`src/rtl/pocfail_brkreq.sv`:
```
// POC / target-reset failure break requester: filters the two fail flags,
// raises one acknowledged break request per qualified event, and keeps cause/count history.
module pocfail_brkreq #(
  parameter int DEB_CYC = 4,
  parameter int TMO_W   = 10,
  parameter int CNT_W   = 8
) (
  input  logic             CLK60MHZ,
  input  logic             pocrflclr,
  input  logic             BRKFAIL14,
  input  logic             TARRFL,
  input  logic             SVMODUSER,
  input  logic             ICEMSKPOC,
  input  logic             BRKACK,
  output logic             BRKREQ,
  output logic [1:0]       BRKCAUSE,
  output logic [CNT_W-1:0] FAILCNT,
  output logic             TIMEOUT,
  output logic             BUSY
);

  // state | meaning
  // IDLE  | waiting for a flag rise while in user mode
  // QUAL  | flag high, counting stable cycles
  // REQ   | break request raised, waiting for ack or timeout
  // ACKW  | ack seen, waiting for the break unit to release it
  typedef enum logic [1:0] {IDLE, QUAL, REQ, ACKW} state_t;

  localparam logic [3:0]       DEB_LAST = 4'(DEB_CYC - 1);
  localparam logic [3:0]       DEB_ONE  = 4'd1;
  localparam logic [TMO_W-1:0] TMO_ONE  = {{(TMO_W-1){1'b0}}, 1'b1};
  localparam logic [CNT_W-1:0] CNT_ONE  = {{(CNT_W-1){1'b0}}, 1'b1};

  state_t           state, state_nxt;
  logic             usr_s1, usr_s2;
  logic [1:0]       flags;
  logic             any_d;
  logic [3:0]       deb_cnt, deb_nxt;
  logic [1:0]       pend, pend_nxt;
  logic [TMO_W-1:0] tmo_cnt, tmo_nxt;
  logic             req_nxt, tmo_flag_nxt, fire;
  logic [1:0]       cause_nxt;
  logic [CNT_W-1:0] cnt_nxt;
  logic             any, rise, usr;

  // Flags are registered once so every output stays a pure register stage.
  assign any  = |flags;
  assign rise = any & ~any_d;
  assign usr  = usr_s2;

  always_ff @(posedge CLK60MHZ or posedge pocrflclr) begin
    if (pocrflclr) begin
      usr_s1 <= 1'b0;
      usr_s2 <= 1'b0;
      flags  <= 2'b00;
      any_d  <= 1'b0;
    end else begin
      usr_s1 <= SVMODUSER;
      usr_s2 <= usr_s1;
      flags  <= {BRKFAIL14 & ~ICEMSKPOC, TARRFL};
      any_d  <= any;
    end
  end

  always_ff @(posedge CLK60MHZ or posedge pocrflclr) begin
    if (pocrflclr) begin
      state    <= IDLE;
      deb_cnt  <= '0;
      pend     <= 2'b00;
      tmo_cnt  <= '0;
      BRKREQ   <= 1'b0;
      BRKCAUSE <= 2'b00;
      FAILCNT  <= '0;
      TIMEOUT  <= 1'b0;
      BUSY     <= 1'b0;
    end else begin
      state    <= state_nxt;
      deb_cnt  <= deb_nxt;
      pend     <= pend_nxt;
      tmo_cnt  <= tmo_nxt;
      BRKREQ   <= req_nxt;
      BRKCAUSE <= cause_nxt;
      FAILCNT  <= cnt_nxt;
      TIMEOUT  <= tmo_flag_nxt;
      BUSY     <= (state_nxt != IDLE);
    end
  end

  always_comb begin
    state_nxt    = state;
    deb_nxt      = deb_cnt;
    pend_nxt     = pend;
    tmo_nxt      = tmo_cnt;
    req_nxt      = BRKREQ;
    cause_nxt    = BRKCAUSE;
    cnt_nxt      = FAILCNT;
    tmo_flag_nxt = TIMEOUT;
    fire         = 1'b0;

    case (state)
      IDLE: begin
        if (rise && usr) begin
          deb_nxt  = DEB_ONE;
          pend_nxt = flags;
          // A one-cycle filter qualifies on the rise itself.
          if (DEB_CYC == 1) fire = 1'b1;
          else              state_nxt = QUAL;
        end
      end
      QUAL: begin
        pend_nxt = pend | flags;
        if (!any || !usr) begin
          state_nxt = IDLE;
          pend_nxt  = 2'b00;
          deb_nxt   = '0;
        end else if (deb_cnt == DEB_LAST) begin
          fire = 1'b1;
        end else begin
          deb_nxt = deb_cnt + DEB_ONE;
        end
      end
      REQ: begin
        cause_nxt = BRKCAUSE | flags;
        // Ack has priority over a same-cycle expiry.
        if (BRKACK) begin
          req_nxt   = 1'b0;
          state_nxt = ACKW;
        end else if (&tmo_cnt) begin
          req_nxt      = 1'b0;
          tmo_flag_nxt = 1'b1;
          state_nxt    = IDLE;
        end else begin
          tmo_nxt = tmo_cnt + TMO_ONE;
        end
      end
      ACKW: begin
        if (!BRKACK) state_nxt = IDLE;
      end
      default: state_nxt = IDLE;
    endcase

    if (fire) begin
      state_nxt = REQ;
      req_nxt   = 1'b1;
      cause_nxt = BRKCAUSE | pend_nxt;
      cnt_nxt   = (&FAILCNT) ? FAILCNT : FAILCNT + CNT_ONE;
      tmo_nxt   = '0;
      deb_nxt   = '0;
      pend_nxt  = 2'b00;
    end
  end

endmodule

```
`config.mk`:
```
export PLATFORM = sky130hd
export DESIGN_NAME = pocfail_brkreq
export DESIGN_NICKNAME = d
export VERILOG_FILES = /design/src/rtl/pocfail_brkreq.sv
export SDC_FILE = /design/constraint.sdc
export NUM_CORES = 1
export LEC_CHECK = 0
export CORE_ASPECT_RATIO = 0.5
export CORE_MARGIN = 4
export CORE_UTILIZATION = 50
export DETAILED_ROUTE_END_ITERATION = 8
export MAX_ROUTING_LAYER = met4
export PLACE_DENSITY = 0.74
export SLEW_MARGIN = 20
export SYNTH_ARGS = -nofsm -noshare
export SYNTH_HDL_FRONTEND = slang
export SYNTH_SLANG_ARGS = --single-unit
```
`constraint.sdc`:
```
create_clock -name CLK60MHZ -period 2.99 [get_ports CLK60MHZ]
set_input_delay 0.4485 -clock CLK60MHZ [delete_from_list [all_inputs] [get_ports CLK60MHZ]]
set_output_delay 0.4485 -clock CLK60MHZ [all_outputs]
set_load 0.005 [all_outputs]
```
# [Word level (Yosys, flattened, before mapping)]
# Index checks and enable logic that the tools add are counted.
[word_totals] register_bits=36 out_inout_bits=13 input_bits=7
[op_classes] add_sub_neg=3 n_eq_ne=8 n_mux=29 bitwise_logic=9 reduce_logical=17
[op_table] operator="2-to-1 mux 10 bit" n=4
[op_table] operator="2-to-1 mux 2 bit" n=11
[op_table] operator="2-to-1 mux 4 bit" n=4
[op_table] operator="AND reduction 12 bit" n=1
[op_table] operator="adder 10 x 1 -> 10 bit, second input constant" n=1
[op_table] operator="AND reduction 10 bit" n=1
[op_table] operator="adder 8 x 1 -> 8 bit, second input constant" n=1
[op_table] operator="one-hot mux 2 bit (4 select lines)" n=1
[op_table] operator="one-hot mux 4 bit (2 select lines)" n=1
[op_table] operator="AND reduction 8 bit" n=1
[op_table] operator="2-to-1 mux 1 bit" n=7
[op_table] operator="bitwise OR 2 bit" n=3
[op_table] operator="AND reduction 3 bit" n=2
[op_table] operator="nonzero test 3 bit" n=2
[op_table] operator="adder 4 x 1 -> 4 bit, second input constant" n=1
[op_table] operator="== test 2 bit, second input constant" n=2
[op_table] operator="== test 4 x 2 -> 1 bit, second input constant" n=1
[op_table] operator="inequality test 4 bit, second input constant" n=1
[op_table] operator="NOT 1 bit" n=4
[op_table] operator="one-hot mux 2 bit (2 select lines)" n=1
[op_table] operator="AND reduction 2 bit" n=2
[op_table] operator="nonzero test 2 bit" n=2
[op_table] operator="inequality test 3 bit, second input constant" n=1
[op_table] operator="bitwise AND 1 bit" n=2
[op_table] operator="8 further kinds" n=9

# [Longest topological paths before layout]
# Gate-level depths: netlist (run 1).
[logic_depth] word_depth=7 mapped_depth=6 depth_no_buf=5

# [Least setup slack after synthesis (run 1)]
# OpenSTA, ideal clock, no wires.
[synth_timing] kind="register to register" startpoint="reg deb_cnt[0]" endpoint="reg FAILCNT[4]" slack_ps=1323 period_less_slack_ps=1667 stages_incl_launch_ff=7 required_ps=2862 arrival_ps=1539 n_path_buf=1 setup_time_ps=128 cell_sequence="dfrtp_1 > ha_1 > nor3b_4 > nand3_1 > buf_2 > nor2_1 > mux2_1"
[synth_between] elab_chain_len=5
[synth_lines] item="start: declaration" line_no="38" rtl="logic [3:0] deb_cnt, deb_nxt;"
[synth_lines] item="start signal: assignment" line_no="78" rtl="deb_cnt <= deb_nxt;"
[synth_lines] item="== test 4 x 2 -> 1 bit" line_no="116" rtl="end else if (deb_cnt == DEB_LAST) begin"
[synth_lines] item="2-to-1 mux 1 bit" line_no="116"
[synth_lines] item="2-to-1 mux 1 bit" line_no="112" rtl="if (!any || !usr) begin"
[synth_lines] item="2-to-1 mux 1 bit" line_no="100" rtl="case (state)"
[synth_lines] item="AND reduction 2 bit (no line)"
[synth_lines] item="end signal: assignment" line_no="83" rtl="FAILCNT <= cnt_nxt;"
[synth_lines] item="end: declaration" line_no="17" rtl="output logic [CNT_W-1:0] FAILCNT,"
# Every way passes these cells.
# A chain may end at the register's enable or synchronous reset.

# [Final worst setup path (run 1)]
[layout_timing] startpoint="reg deb_cnt[0]" endpoint="reg FAILCNT[6]"
# Same word-level chain as after synthesis.

==> run_results.csv, run 1 <==
group,metric,value,unit
worst_setup_path,crit_chain,"ha_1, nor3b_4, nand3_1, nor3_1, mux2_1",
final_layout,num-nets-final,198,
pwr,p_clk_frac,0.296,
cts,cts.htree.levels,2,
yosys,syn_area_per_cell,10.7,um^2
timing,slew_viol_final,0,
detailed_routing,drtIter0Drc,61,
worst_setup_path,start_kind,"flip-flop",
pwr,switching_power,429,uW
detailed_routing,postRouteWirelength,3280,um
yosys,syn_inst,165,
cts,cts_tree,"done",
pwr,ir_worst_vdd,0.471,mV
yosys,synth_area,1760,um^2
yosys,synth_ff_type,"dfrtp_1",
place,gp_congestion,0.839,
final_layout,fin_cells,237,
timing,rsz0062_at_grt,"false",
yosys,synthDistinctLibCells,46,
global_routing,antenna_found_initial,0,
hold_path,min_delay_path_depth,0,
place,hpwl,2360,um
final_layout,multiInputGateArea,808,um^2
global_routing,grt.overflow.total,0,
flow_run,drv_cap,0,
timing,post-route-period-util,0.697,
yosys,synth_common_cells,"dfrtp_1, nand2_1, a21oi_1",
cts,clock-sinks,36,
yosys,synth-edff-count,0,
timing,slew-limit-headroom,0.614,
cts,clock_latency,280,ps
timing,worst_pin_slew,575,ps
pwr,switching_share,0.306,
worst_setup_path,critPathMaxFanout,11,
worst_setup_path,worstPathArrival,2250,ps
pwr,p_int,972,uW
yosys,ys_top_cells_by_area,"dfrtp_1, a21oi_1, nand3_1",
worst_setup_path,worstSetupPathType,"flip-flop to flip-flop",
final_layout,drive_above_1_share,0.106,
die,die_h,49.9,um
worst_setup_path,critPathBufInv,0,
timing,fin_tns_setup,0,ps
detailed_routing,first_pass_iters,4,
yosys,ys_ff_latch,36,
timing,finClkSkew,3.03,ps
worst_setup_path,cp.depth,5,
die,start_util,0.554,
final_layout,final.fill_count,253,
global_routing,grt_max_degree,37,
yosys,async_flop_share,1.00,
worst_setup_path,cp-end-kind,"flip-flop",
timing,min_period,2080,ps
worst_setup_path,cp.required,3160,ps
timing,max_freq,0.480,GHz
detailed_routing,num_vias,1332,
worst_setup_path,critical-path-top-delay-family,"simple AND/OR/NAND/NOR gates",
place,portBuffers,19,
detailed_routing,routedWlPerCell,13.9,um
pwr,p_seq_frac,0.487,
hold_path,hold_class,"flip-flop to flip-flop",
yosys,yosysMostFrequentCell,"dfrtp_1",
pwr,p_leak,0.000900,uW
detailed_routing,viasPerCell,5.62,
die,core_region_area,3170,um^2
cts,postCtsSetupBuffers,0,
final_layout,diodes,0,
cts,cts.clk_slew.worst_paths,70,ps
global_routing,grt_pass1_vias,1289,
place,dp.cells,229,
yosys,ys_seq_area_frac,0.512,
timing,setup_viol,0,
yosys,syn_nets,175,
global_routing,track_usage,0.160,
cts,cts_buffer_depth,2,
die,ios,20,
detailed_routing,ant_nets,0,
die,rows,14,
pwr,power.density,666,nW/um^2
yosys,synth_top_area_share,0.512,
final_layout,regArea,901,um^2
cts,cts_resized,0,
global_routing,grt_pass1_wl,5750,um
outcome,status,"completed",
yosys,yosys.area.top_type,"dfrtp_1",
final_layout,area.growth.synth_to_final,19.7,%
worst_setup_path,rr_worst_depth,5,
cts,hold_buffers,0,
die,die-area,4590,um^2
worst_setup_path,cpMaxStageDelayCell,"nand3_1",
detailed_routing,remaining_drc_errors,0,
yosys,ys_warn_count,0,
worst_setup_path,cp_slowest_stage_delay,400,ps
timing,final_hold_viol_count,0,
final_layout,final_util,0.664,
die,die_w,91.9,um
cts,cts_buffers,5,
pwr,power_frac_comb,0.217,
cts,cts-root-buf,"clkbuf_8",
[power groups by stage]
stage | clock, uW | sequential [uW] | combinational, uW
finish | 415 | 682 | 304
global route | 446 | 698 | 350
CTS | 432 | 681 | 311
global placement | 0 | 685 | 293
floorplan | 0 | 643 | 257
detailed placement | 0 | 689 | 308
[final timing paths]
check                      startpoint         end  slack [ps]
setup / recovery           deb_cnt[0]  FAILCNT[6]         910
hold / removal                 usr_s1         usr         350
setup reg to reg           deb_cnt[0]  FAILCNT[6]         910
hold reg to reg                usr_s1         usr         350
max in group asynchronous   pocrflclr  FAILCNT[3]        2110
min in group asynchronous   pocrflclr  tmo_cnt[6]         560
[flip-flops by register name, summed over array words and instances, names as in the netlist]
register / cells
BUSY: 1
usr: 1
TIMEOUT: 1
pend: 2
flags: 2
usr_s1: 1
deb_cnt: 4
FAILCNT: 8
state: 2
BRKREQ: 1
BRKCAUSE: 2
any_d: 1
tmo_cnt: 10
[cell usage in the layout, fill, tap and decap left out, drive strengths merged, types with 2 or more instances in the layout]
cell	count
or3	4
xor2	4
nand2	13
dfrtp	36
or2	2
mux2	3
nand4	3
nor2b	4
ha	3
or4	2
nand3	10
a22o	2
clkbuf	6
a21oi	12
nor3	8
a21o	3
nand2b	6
inv	6
clkdlybuf4s50	19
o211ai	3
o21ai	7
mux2i	2
nor2	6
o31ai	5
buf	2
[layer usage]
| layer | vias to the layer above | wire [um] | global-route usage |
|---|---|---|---|
| met5 | - | 0 | - |
| met4 | 0 | 0 | 0.0222 |
| met3 | 0 | 162 | 0.0502 |
| met2 | 32 | 1560 | 0.261 |
| met1 | 650 | 1560 | 0.201 |
| li1 | 650 | - | - |
[through the flow]
| step | hold slack, ps | instance area, um^2 | power (uW) | setup WS, ps |
|---|---|---|---|---|
| 3_5_place_dp | 335 | 2000 | 997 | 878 |
| 3_3_place_gp | 334 | 2000 | 978 | 914 |
| 6_report | 350 | 2100 | 1400 | 907 |
| 2_1_floorplan | 331 | 1760 | 900 | 1320 |
| 4_1_cts | 352 | 2100 | 1420 | 872 |
| 5_1_grt | 353 | 2100 | 1490 | 750 |
[cell families after synthesis]
| kind of cell | share of synthesized area |
|---|---|
| buffers and inverters | 0.0278 |
| flip-flops | 0.512 |
| AND/OR/NAND/NOR | 0.227 |
| AO/OA/AOI/OAI | 0.156 |
| adder cells (fa/ha/maj) | 0.0214 |
| XOR/XNOR | 0.0249 |
| multiplexers | 0.0306 |
[cell type report]
| type | count | area share |
|---|---|---|
| timing repair buffer | 21 | 0.0975 |
| tap | 48 | 0.0285 |
| clock inverter | 2 | 0.0166 |
| inverter | 6 | 0.0107 |
| multi-input combinational | 118 | 0.384 |
| sequential | 36 | 0.428 |
| clock buffer | 6 | 0.0345 |
(Power assumes the default switching activity.)
==> run 2: changes to the inputs <==
--- a/config.mk
+++ b/config.mk
@@ -10,7 +10,7 @@
 export CORE_UTILIZATION = 50
 export DETAILED_ROUTE_END_ITERATION = 8
 export MAX_ROUTING_LAYER = met4
-export PLACE_DENSITY = 0.74
+export PLACE_DENSITY = 0.77
 export SLEW_MARGIN = 20
 export SYNTH_ARGS = -nofsm -noshare
 export SYNTH_HDL_FRONTEND = slang
==> constraint.sdc (replaced) <==
create_clock -name CLK60MHZ -period 1.8 [get_ports CLK60MHZ]
set_input_delay 0.27 -clock CLK60MHZ [delete_from_list [all_inputs] [get_ports CLK60MHZ]]
set_output_delay 0.27 -clock CLK60MHZ [all_outputs]
set_load 0.005 [all_outputs]
==> run 2 against run 1 <==
  * Via count increased by 4.6%
  * Final cell count increased by 4.6%
  * Clock power increased by 73%
  * Count of clock-buffer cells in the layout unchanged
  * Register-to-register slack got worse by 800 ps
  * Worst hold slack improved by 13 ps
  * Critical path type unchanged
  * Critical endpoint is now FAILCNT[5]
  * Largest cell class unchanged
==> run_results.csv, run 2 (synthesized netlist as in run 1, its figures left out) <==
group,metric,value,unit
outcome,status,"completed",
pwr,p_leak,0.000967,uW
timing,hold_ws,362,ps
detailed_routing,viasPerCell,5.62,
detailed_routing,ant_nets,0,
timing,setup_viol,0,
die,die-area,4590,um^2
worst_setup_path,worstSetupPathType,"flip-flop to flip-flop",
worst_setup_path,cp-end-kind,"flip-flop",
final_layout,area.growth.synth_to_final,25.8,%
pwr,switching_share,0.313,
detailed_routing,routedWlPerCell,14.5,um
detailed_routing,first_pass_iters,4,
final_layout,final_cell_area,2210,um^2
cts,clock_latency,290,ps
timing,finClkSkew,3.96,ps
cts,clock-sinks,36,
detailed_routing,remaining_drc_errors,0,
pwr,switching_power,754,uW
cts,cts.htree.levels,2,
place,placed_cell_area,2060,um^2
timing,max_freq,0.591,GHz
global_routing,grt.overflow.total,0,
timing,min_period,1690,ps
global_routing,grt_pass1_wl,6270,um
pwr,power_frac_comb,0.230,
pwr,p_int,1650,uW
final_layout,drive_above_1_share,0.175,
timing,fin_tns_setup,0,ps
worst_setup_path,crit_chain,"ha_1, nor3b_4, buf_4, o2111ai_4, nor3_2, xor2_1",
cts,cts_buffer_depth,2,
global_routing,antenna_found_initial,0,
detailed_routing,postRouteWirelength,3610,um
pwr,p_seq_frac,0.472,
die,start_util,0.554,
final_layout,largest_reg_flops,10,
detailed_routing,drtIter0Drc,104,
cts,cts.clk_slew.worst_paths,80,ps
cts,hold_buffers,0,
worst_setup_path,start_kind,"flip-flop",
place,hpwl,2450,um
worst_setup_path,r2r-start,"deb_cnt[0]",
cts,cts_buffers,5,
detailed_routing,num_vias,1393,
place,portBuffers,19,
place,gp_congestion,0.799,
die,rows,14,
pwr,p_clk_frac,0.298,
timing,worst_pin_slew,460,ps
worst_setup_path,startpoint,"deb_cnt[0]",
final_layout,final.fill_count,254,
global_routing,track_usage,0.182,
pwr,fin_total_pwr,2410,uW
die,ios,20,
final_layout,reg.largest.list,"tmo_cnt (10), FAILCNT (8), deb_cnt (4)",
timing,rsz0062_at_grt,"false",
timing,slew_viol_final,0,
flow_run,drv_cap,0,
cts,cts_tree,"done",
die,die_w,91.9,um
final_layout,diodes,0,
die,core_region_area,3170,um^2
global_routing,grt_max_degree,37,
hold_path,hold_class,"flip-flop to flip-flop",
global_routing,grt_pass1_vias,1358,
cts,cts-root-buf,"clkbuf_8",
hold_path,hold_start,"usr_s1",
worst_setup_path,cp.required,2010,ps
worst_setup_path,critPathBufInv,1,
timing,post-route-period-util,0.940,
worst_setup_path,worstPathArrival,1900,ps
timing,final_hold_viol_count,0,
pwr,ir_worst_vdd,0.664,mV
final_layout,most-common-layout-cells,"dfrtp_1, clkdlybuf4s50_1, nand2_1, buf_4, a21oi_1",
timing,slew-limit-headroom,0.694,
worst_setup_path,critical-path-top-delay-family,"simple AND/OR/NAND/NOR gates",
worst_setup_path,cp_slowest_stage_delay,380,ps
worst_setup_path,critPathMaxFanout,6,
pwr,power.density,1090,nW/um^2
final_layout,top_register,"tmo_cnt",
worst_setup_path,cpMaxStageDelayCell,"dfrtp_1",
final_layout,final_common_cell,"dfrtp_1",
die,die_h,49.9,um
final_layout,num-nets-final,209,
[run 2: cell count changes in the layout (fill, tap and decap cells not counted)]
cell and change:
buf_4 +11, nor3_1 -2, nand3_2 +1, dfrtp_1 -1, nor3_2 +2, dfrtp_2 +1
nor4_2 -1, nor4_4 +1, nand3_1 -1
[run 2: area by class of cell]
type | instances | area, um^2 | area share
sequential | 36 | 902 | 0.408
multi-input combinational | 118 | 832 | 0.376
timing repair buffer | 32 | 288 | 0.130
clock buffer | 6 | 72.6 | 0.0328
tap | 48 | 60.1 | 0.0271
clock inverter | 2 | 35.0 | 0.0158
inverter | 6 | 22.5 | 0.0102
[run 2: metal layers]
| layer | wire length [um] | up-vias | share of wire | global-route usage |
|---|---|---|---|---|
| met2 | 1610 | 29 | 0.45 | 0.269 |
| met3 | 137 | 8 | 0.038 | 0.0517 |
| li1 | - | 666 | - | - |
| met5 | 0 | - | 0 | - |
| met1 | 1800 | 690 | 0.50 | 0.226 |
| met4 | 59 | 0 | 0.016 | 0.101 |
[run 2: worst register-to-register path, cell delays in order, from the launching register on]
cell       delay, ps
dfrtp_1          380
ha_1             200
nor3b_4          280
buf_4            180
o2111ai_4        180
nor3_2           200
xor2_1           190
[run 2: worst paths after layout]
check	endpoint	cells past startpoint	slack [ps]
setup / recovery	FAILCNT[5]	6	110
hold / removal	usr	0	360
setup reg to reg	FAILCNT[5]	6	110
hold reg to reg	usr	0	360
max in group asynchronous	FAILCNT[0]	3	1080
min in group asynchronous	tmo_cnt[6]	3	370
[run 2: stage by stage]
step,utilization,setup slack [ps],instances
global placement,0.651,48.6,238
finish,0.698,109,248
CTS,0.685,31.4,246
floorplan,-,133,165
global route,0.698,8.88,248
detailed placement,0.651,14.7,238
[run 2: power by group through the flow]
| stage | logic [uW] | clock network (uW) | registers (uW) |
|---|---|---|---|
| 2_1_floorplan | 426 | 0 | 1070 |
| 3_3_place_gp | 521 | 0 | 1130 |
| 3_5_place_dp | 547 | 0 | 1140 |
| 4_1_cts | 548 | 727 | 1130 |
| 5_1_grt | 629 | 766 | 1160 |
| 6_report | 553 | 718 | 1140 |
[run 2: repair_timing]
| action | 4_1_cts | 5_1_grt |
|---|---|---|
| endpoints found under the setup margin | 0 | 5 |
| setup buffers | 0 | 2 |
| gates resized for setup | 0 | 5 |
